File: config.mk
export PLATFORM = sky130hd
export DESIGN_NAME = char_generator
export DESIGN_NICKNAME = d
export VERILOG_FILES = /design/src/rtl/char_generator_pkg.sv /design/src/rtl/char_generator_lfsr32.sv /design/src/rtl/char_generator.sv
export SDC_FILE = /design/constraint.sdc
export NUM_CORES = 1
export LEC_CHECK = 0
export BUFFER_PORTS_ARGS = -buffer_cell sky130_fd_sc_hd__buf_2
export CAP_MARGIN = 20
export CORE_MARGIN = 1
export CORE_UTILIZATION = 55
export DETAILED_ROUTE_END_ITERATION = 6
export GPL_ROUTABILITY_DRIVEN = 0
export GPL_TIMING_DRIVEN = 0
export PLACE_DENSITY_LB_ADDON = 0.3
export SYNTH_ARGS = -nofsm -noshare
export SYNTH_HDL_FRONTEND = slang
export SYNTH_SLANG_ARGS = --single-unit
File: constraint.sdc
create_clock -name clk -period 5.45 [get_ports clk]
set_input_delay 0.8175 -clock clk [delete_from_list [all_inputs] [get_ports clk]]
set_output_delay 0.8175 -clock clk [all_outputs]
set_load 0.02 [all_outputs]
File: src/rtl/char_generator_pkg.sv
// Shared constants for the falling-character generator.
// Optional build macro: CHARGEN_DIGITS_EN (extends the alphabet with '0'..'9').
package char_gen_pkg;

    // LFSR geometry: x^32 + x^22 + x^2 + x + 1, right-shifting Galois form
    localparam int unsigned LFSR_W    = 32;
    localparam logic [31:0] LFSR_TAPS = 32'h8020_0003;

    // Parameter defaults for the top level
    localparam logic [31:0] DEFAULT_SEED    = 32'hACE1_2D5B;
    localparam int unsigned DEFAULT_Y_LIMIT = 628;
    localparam int unsigned DEFAULT_Y_STEP  = 16;

    // ASCII bases for the two symbol groups
    localparam logic [7:0] ASCII_LOWER_A = 8'h61;
    localparam logic [7:0] ASCII_DIGIT_0 = 8'h30;
    localparam logic [5:0] LETTER_COUNT  = 6'd26;

`ifdef CHARGEN_DIGITS_EN
    localparam logic [5:0] ALPHA_SIZE = 6'd36;
`else
    localparam logic [5:0] ALPHA_SIZE = 6'd26;
`endif

endpackage

File: src/rtl/char_generator_lfsr32.sv
// 32-bit Galois LFSR with enable and asynchronous active-high reset.
// next_state is the value the register takes on the next enabled edge.
module lfsr32
    import char_gen_pkg::*;
#(
    parameter logic [31:0] SEED = DEFAULT_SEED
) (
    input  logic        clk,
    input  logic        rst,
    input  logic        en,
    output logic [31:0] next_state
);

    logic [LFSR_W-1:0] state_q;
    logic [LFSR_W-1:0] state_d;

    // Shift right; fold the tap mask back in when a 1 falls out of bit 0
    always_comb begin
        next_state = {1'b0, state_q[LFSR_W-1:1]} ^ (state_q[0] ? LFSR_TAPS : '0);
        state_d    = en ? next_state : state_q;
    end

    // State register, seeded on reset
    always_ff @(posedge clk or posedge rst) begin
        if (rst) state_q <= SEED;
        else     state_q <= state_d;
    end

endmodule

File: src/rtl/char_generator.sv
// Falling-character descriptor source: maps each new LFSR value to an
// ASCII code, fall speed, initial vertical offset and a column that never
// repeats the previously issued one.
// Optional build macro: CHARGEN_DIGITS_EN (36-symbol alphabet a..z, 0..9).
module char_generator
    import char_gen_pkg::*;
#(
    parameter logic [31:0] SEED    = DEFAULT_SEED,
    parameter int unsigned Y_LIMIT = DEFAULT_Y_LIMIT,
    parameter int unsigned Y_STEP  = DEFAULT_Y_STEP
) (
    input  logic       clk,
    input  logic       rst,
    input  logic       en,
    output logic [7:0] ch,
    output logic [2:0] speed,
    output logic [8:0] x,
    output logic [9:0] y,
    output logic       valid
);

    localparam logic [10:0] Y_LIM = 11'(Y_LIMIT);
    localparam logic [10:0] Y_STP = 11'(Y_STEP);

    logic [31:0] n;

    logic [7:0] ch_q, ch_d;
    logic [2:0] speed_q, speed_d;
    logic [8:0] x_q, x_d;
    logic [9:0] y_q, y_d;
    logic [9:0] prev_y_q, prev_y_d;
    logic       valid_q, valid_d;

    logic [5:0]  c;
    logic [7:0]  sym;
    logic [2:0]  s;
    logic [10:0] r;
    logic        unused_bits;

    lfsr32 #(
        .SEED (SEED)
    ) u_lfsr (
        .clk        (clk),
        .rst        (rst),
        .en         (en),
        .next_state (n)
    );

`ifdef CHARGEN_DIGITS_EN
    assign unused_bits = ^{n[31:28], n[7:6]};
`else
    assign unused_bits = ^{n[31:28], n[7:5]};
`endif

    // Descriptor mapping from the upcoming LFSR value; held when disabled
    always_comb begin
`ifdef CHARGEN_DIGITS_EN
        c = n[5:0];
`else
        c = {1'b0, n[4:0]};
`endif
        if (c >= ALPHA_SIZE) c = c - ALPHA_SIZE;
        sym = (c < LETTER_COUNT) ? ASCII_LOWER_A + 8'(c)
                                 : ASCII_DIGIT_0 + 8'(c - LETTER_COUNT);

        s = n[10:8];
        if (s == 3'd0) s = 3'd1;

        // Single fold into range, then step away from the last column
        r = {1'b0, n[27:18]};
        if (r >= Y_LIM) r = r - Y_LIM;
        if (r[9:0] == prev_y_q) begin
            r = r + Y_STP;
            if (r >= Y_LIM) r = r - Y_LIM;
        end

        ch_d     = ch_q;
        speed_d  = speed_q;
        x_d      = x_q;
        y_d      = y_q;
        prev_y_d = prev_y_q;
        valid_d  = en;
        if (en) begin
            ch_d     = sym;
            speed_d  = s;
            x_d      = {2'b00, n[17:11]};
            y_d      = r[9:0];
            prev_y_d = r[9:0];
        end
    end

    // Output and history registers; previous-y resets to an unmatchable value
    always_ff @(posedge clk or posedge rst) begin
        if (rst) begin
            ch_q     <= ASCII_LOWER_A;
            speed_q  <= 3'd1;
            x_q      <= '0;
            y_q      <= '0;
            prev_y_q <= '1;
            valid_q  <= 1'b0;
        end else begin
            ch_q     <= ch_d;
            speed_q  <= speed_d;
            x_q      <= x_d;
            y_q      <= y_d;
            prev_y_q <= prev_y_d;
            valid_q  <= valid_d;
        end
    end

    assign ch    = ch_q;
    assign speed = speed_q;
    assign x     = x_q;
    assign y     = y_q;
    assign valid = valid_q;

endmodule

==> metrics <==
outcome complete, no violations; Hold Crit Class flip-flop to flip-flop; Bufs on Longest Clock Path 2; IO Count 34; Mapped Area 3780 um^2; # hold bufs at CTS 0; Routed WL per cell 15.9 um; Die Span X 84.9 um; critical path fanouts, max 10; GRT overflow 0; ys async rst share 100%; FMAX 0.233 GHz; via count 3211; Setup violations, final 0; Peak supply drop 0.000319 V; DRT Pass-1 Iters 6; layout cells sized above 1 25.2%; Row Count 29; Post-synth EDFFs 0; CP Launch Type flip-flop; initial core utilization 58.2%; CP Class flip-flop to flip-flop; final period utilization 78.9%; diode count 0; commonest non-fill, non-tap cell in the layout o21ai_0; root buf cell clkbuf_8; DR vias/cell 6.02; Global Route Usage Sum 24.8%; Die Area 7210 um^2; RSZ-0062 raised after global routing no; post-layout net count 463; Required @ worst endpoint 5660 ps; first-pass GRT wire length 14000 um; drc violations 0; skew final 7.69 ps; Avg Inst Size Synth 9.29 um^2; P_leak 0.00183 uW; Seq/Total Area, Yosys 44.1%; Core Util, Final 64.9%; post-CTS setup buffer count 0; worst slew pin tran 989 ps; DR iter-0 viols 269; Buffers on Ports 31; Num CTS Buffers 9; H-tree Lvls 3; final WL 8460 um; Synth warnings 0; Max-slew headroom 33.5%; Distinct cells, synth 58; clk sinks 65; Tmin final 4300 ps; P per Cell Area 590 nW/um^2; Final Hold Fails 0; crit path DAT 4500 ps; commonest cells after routing, fill and taps aside 38 x o21ai_0, 37 x nand2_1, 34 x inv_1, 34 x dfrtp_1, 32 x buf_2; Synth Register Bits 65; Max Cap Viol 0; vias in the first global route 3056; Routed Antenna Nets 0; synthesis-to-finish area growth 11.6%; max-slew violation count 0; initial antenna violation count 0; largest net degree at the start of global routing 36; setup_tns 0 ps; Crit. End Element flip-flop; post-CTS sizing 0; Most used DFF post-synth dfrtp_1; Gate Count Post-Synth 407; Core Footprint 6490 um^2; worst skew pair latency 330 ps; chip height 84.9 um; Detailed Place HPWL 6130 um; CTS tree built; Clock Pin Slew Worst Setup and Hold Paths 70 ps
## kinds of logic after synthesis
logic type                 Yosys count  share of synthesized area, %
adders and majority gates            9                          2.98
DFF                                 65                          44.1
other                                1                        0.0992
buffers and inverters               68                          7.98
muxes                               27                          7.81
and+or+nand+nor                    113                          14.7
xor gates and xnor gates            17                          4.14
AOI/OAI and AO/OA                  107                          18.2
## layer usage
| metal | part of all wire [%] | GRT usage (%) |
|---|---|---|
| met1 | 43 | 30.9 |
| met2 | 48 | 41.1 |
| met3 | 4.9 | 4.57 |
| met5 | 0 | 0 |
| met4 | 3.8 | 13.6 |
## power breakdown
part,switching (uW),internal (uW),total (uW)
Clock,169,178,347
Sequential,132,730,862
Combinational,779,499,1280
## synth_stat cells, types with 2 or more instances
cell,instances,area (um^2)
a21oi_1,18,90.1
o2111ai_1,3,26.3
inv_1,35,131
o22ai_1,3,18.8
a221oi_1,3,26.3
clkbuf_1,21,78.8
ha_1,9,113
o31ai_1,2,15.0
dfstp_2,31,815
or2_2,2,12.5
o21ai_0,38,190
a211oi_1,6,45.0
a31oi_1,5,31.3
nor3_1,4,20.0
nand4_1,3,18.8
a211o_1,2,17.5
nor2_1,24,90.1
dfrtp_1,34,851
mux2i_1,7,70.1
nor3b_1,2,15.0
nand2_1,37,139
and3_1,7,43.8
xor2_1,6,52.6
nand3_1,14,70.1
nor2b_1,4,25.0
buf_4,8,60.1
o221ai_1,2,17.5
buf_6,2,22.5
a21o_1,2,15.0
mux2_2,20,225
xnor2_1,10,87.6
or4_1,2,15.0
nor4_1,4,25.0
o211ai_1,11,82.6
or3b_2,2,17.5
nand2b_1,2,12.5
## flip-flops by register name, summed over array words and instances, names as in the netlist
signal          flops
u_lfsr.state_q     30
prev_y_q           10
y                  10
ch                  8
speed               3
x                   3
valid               1
## final cells by class
class | count | area (um^2)
plain buffers | 33 | 170
clock buffers | 15 | 156
clock inverters | 1 | 5.00
fillers | 522 | 2280
inverters | 35 | 131
multi-input cells | 275 | 1820
flip-flops and latches | 65 | 1670
well taps | 77 | 96.3
repair buffers | 32 | 175
## critical path: stages (launching register included)
cell	delay, ps
dfstp_2	530
clkbuf_1	360
nor2_1	120
a2111oi_0	680
o22a_1	300
ha_1	350
nor4bb_1	120
a211oi_1	260
nand3_1	110
mux2i_1	290
o21ai_0	270
o21ai_0	360
mux2i_1	320
nand3_1	110
## final timing paths
kind	cells past startpoint	slack, ps	endpoint	from
setup / recovery	13	1150	y[8]$_DFFE_PP0P_	u_lfsr.state_q[27]$_DFFE_PP1P_
min in group asynchronous	2	580	y[9]$_DFFE_PP0P_	rst
hold / removal	2	470	u_lfsr.state_q[16]$_DFFE_PP1P_	u_lfsr.state_q[16]$_DFFE_PP1P_
setup reg to reg	13	1150	y[8]$_DFFE_PP0P_	u_lfsr.state_q[27]$_DFFE_PP1P_
max in group asynchronous	3	4200	u_lfsr.state_q[22]$_DFFE_PP1P_	rst
hold reg to reg	2	470	u_lfsr.state_q[16]$_DFFE_PP1P_	u_lfsr.state_q[16]$_DFFE_PP1P_
## stage by stage
stage | std cells | instance area [um^2] | power (uW) | setup slack (ps) | hold WS (ps)
floorplan | 408 | 3780 | 1800 | 1950 | 446
global placement | 516 | 4040 | 2080 | 1360 | 461
detailed placement | 517 | 4060 | 2130 | 1210 | 469
CTS | 533 | 4220 | 2490 | 1180 | 475
global route | 533 | 4220 | 2670 | 866 | 497
finish | 533 | 4220 | 2490 | 1150 | 473
Power figures use the tool's default switching activity.
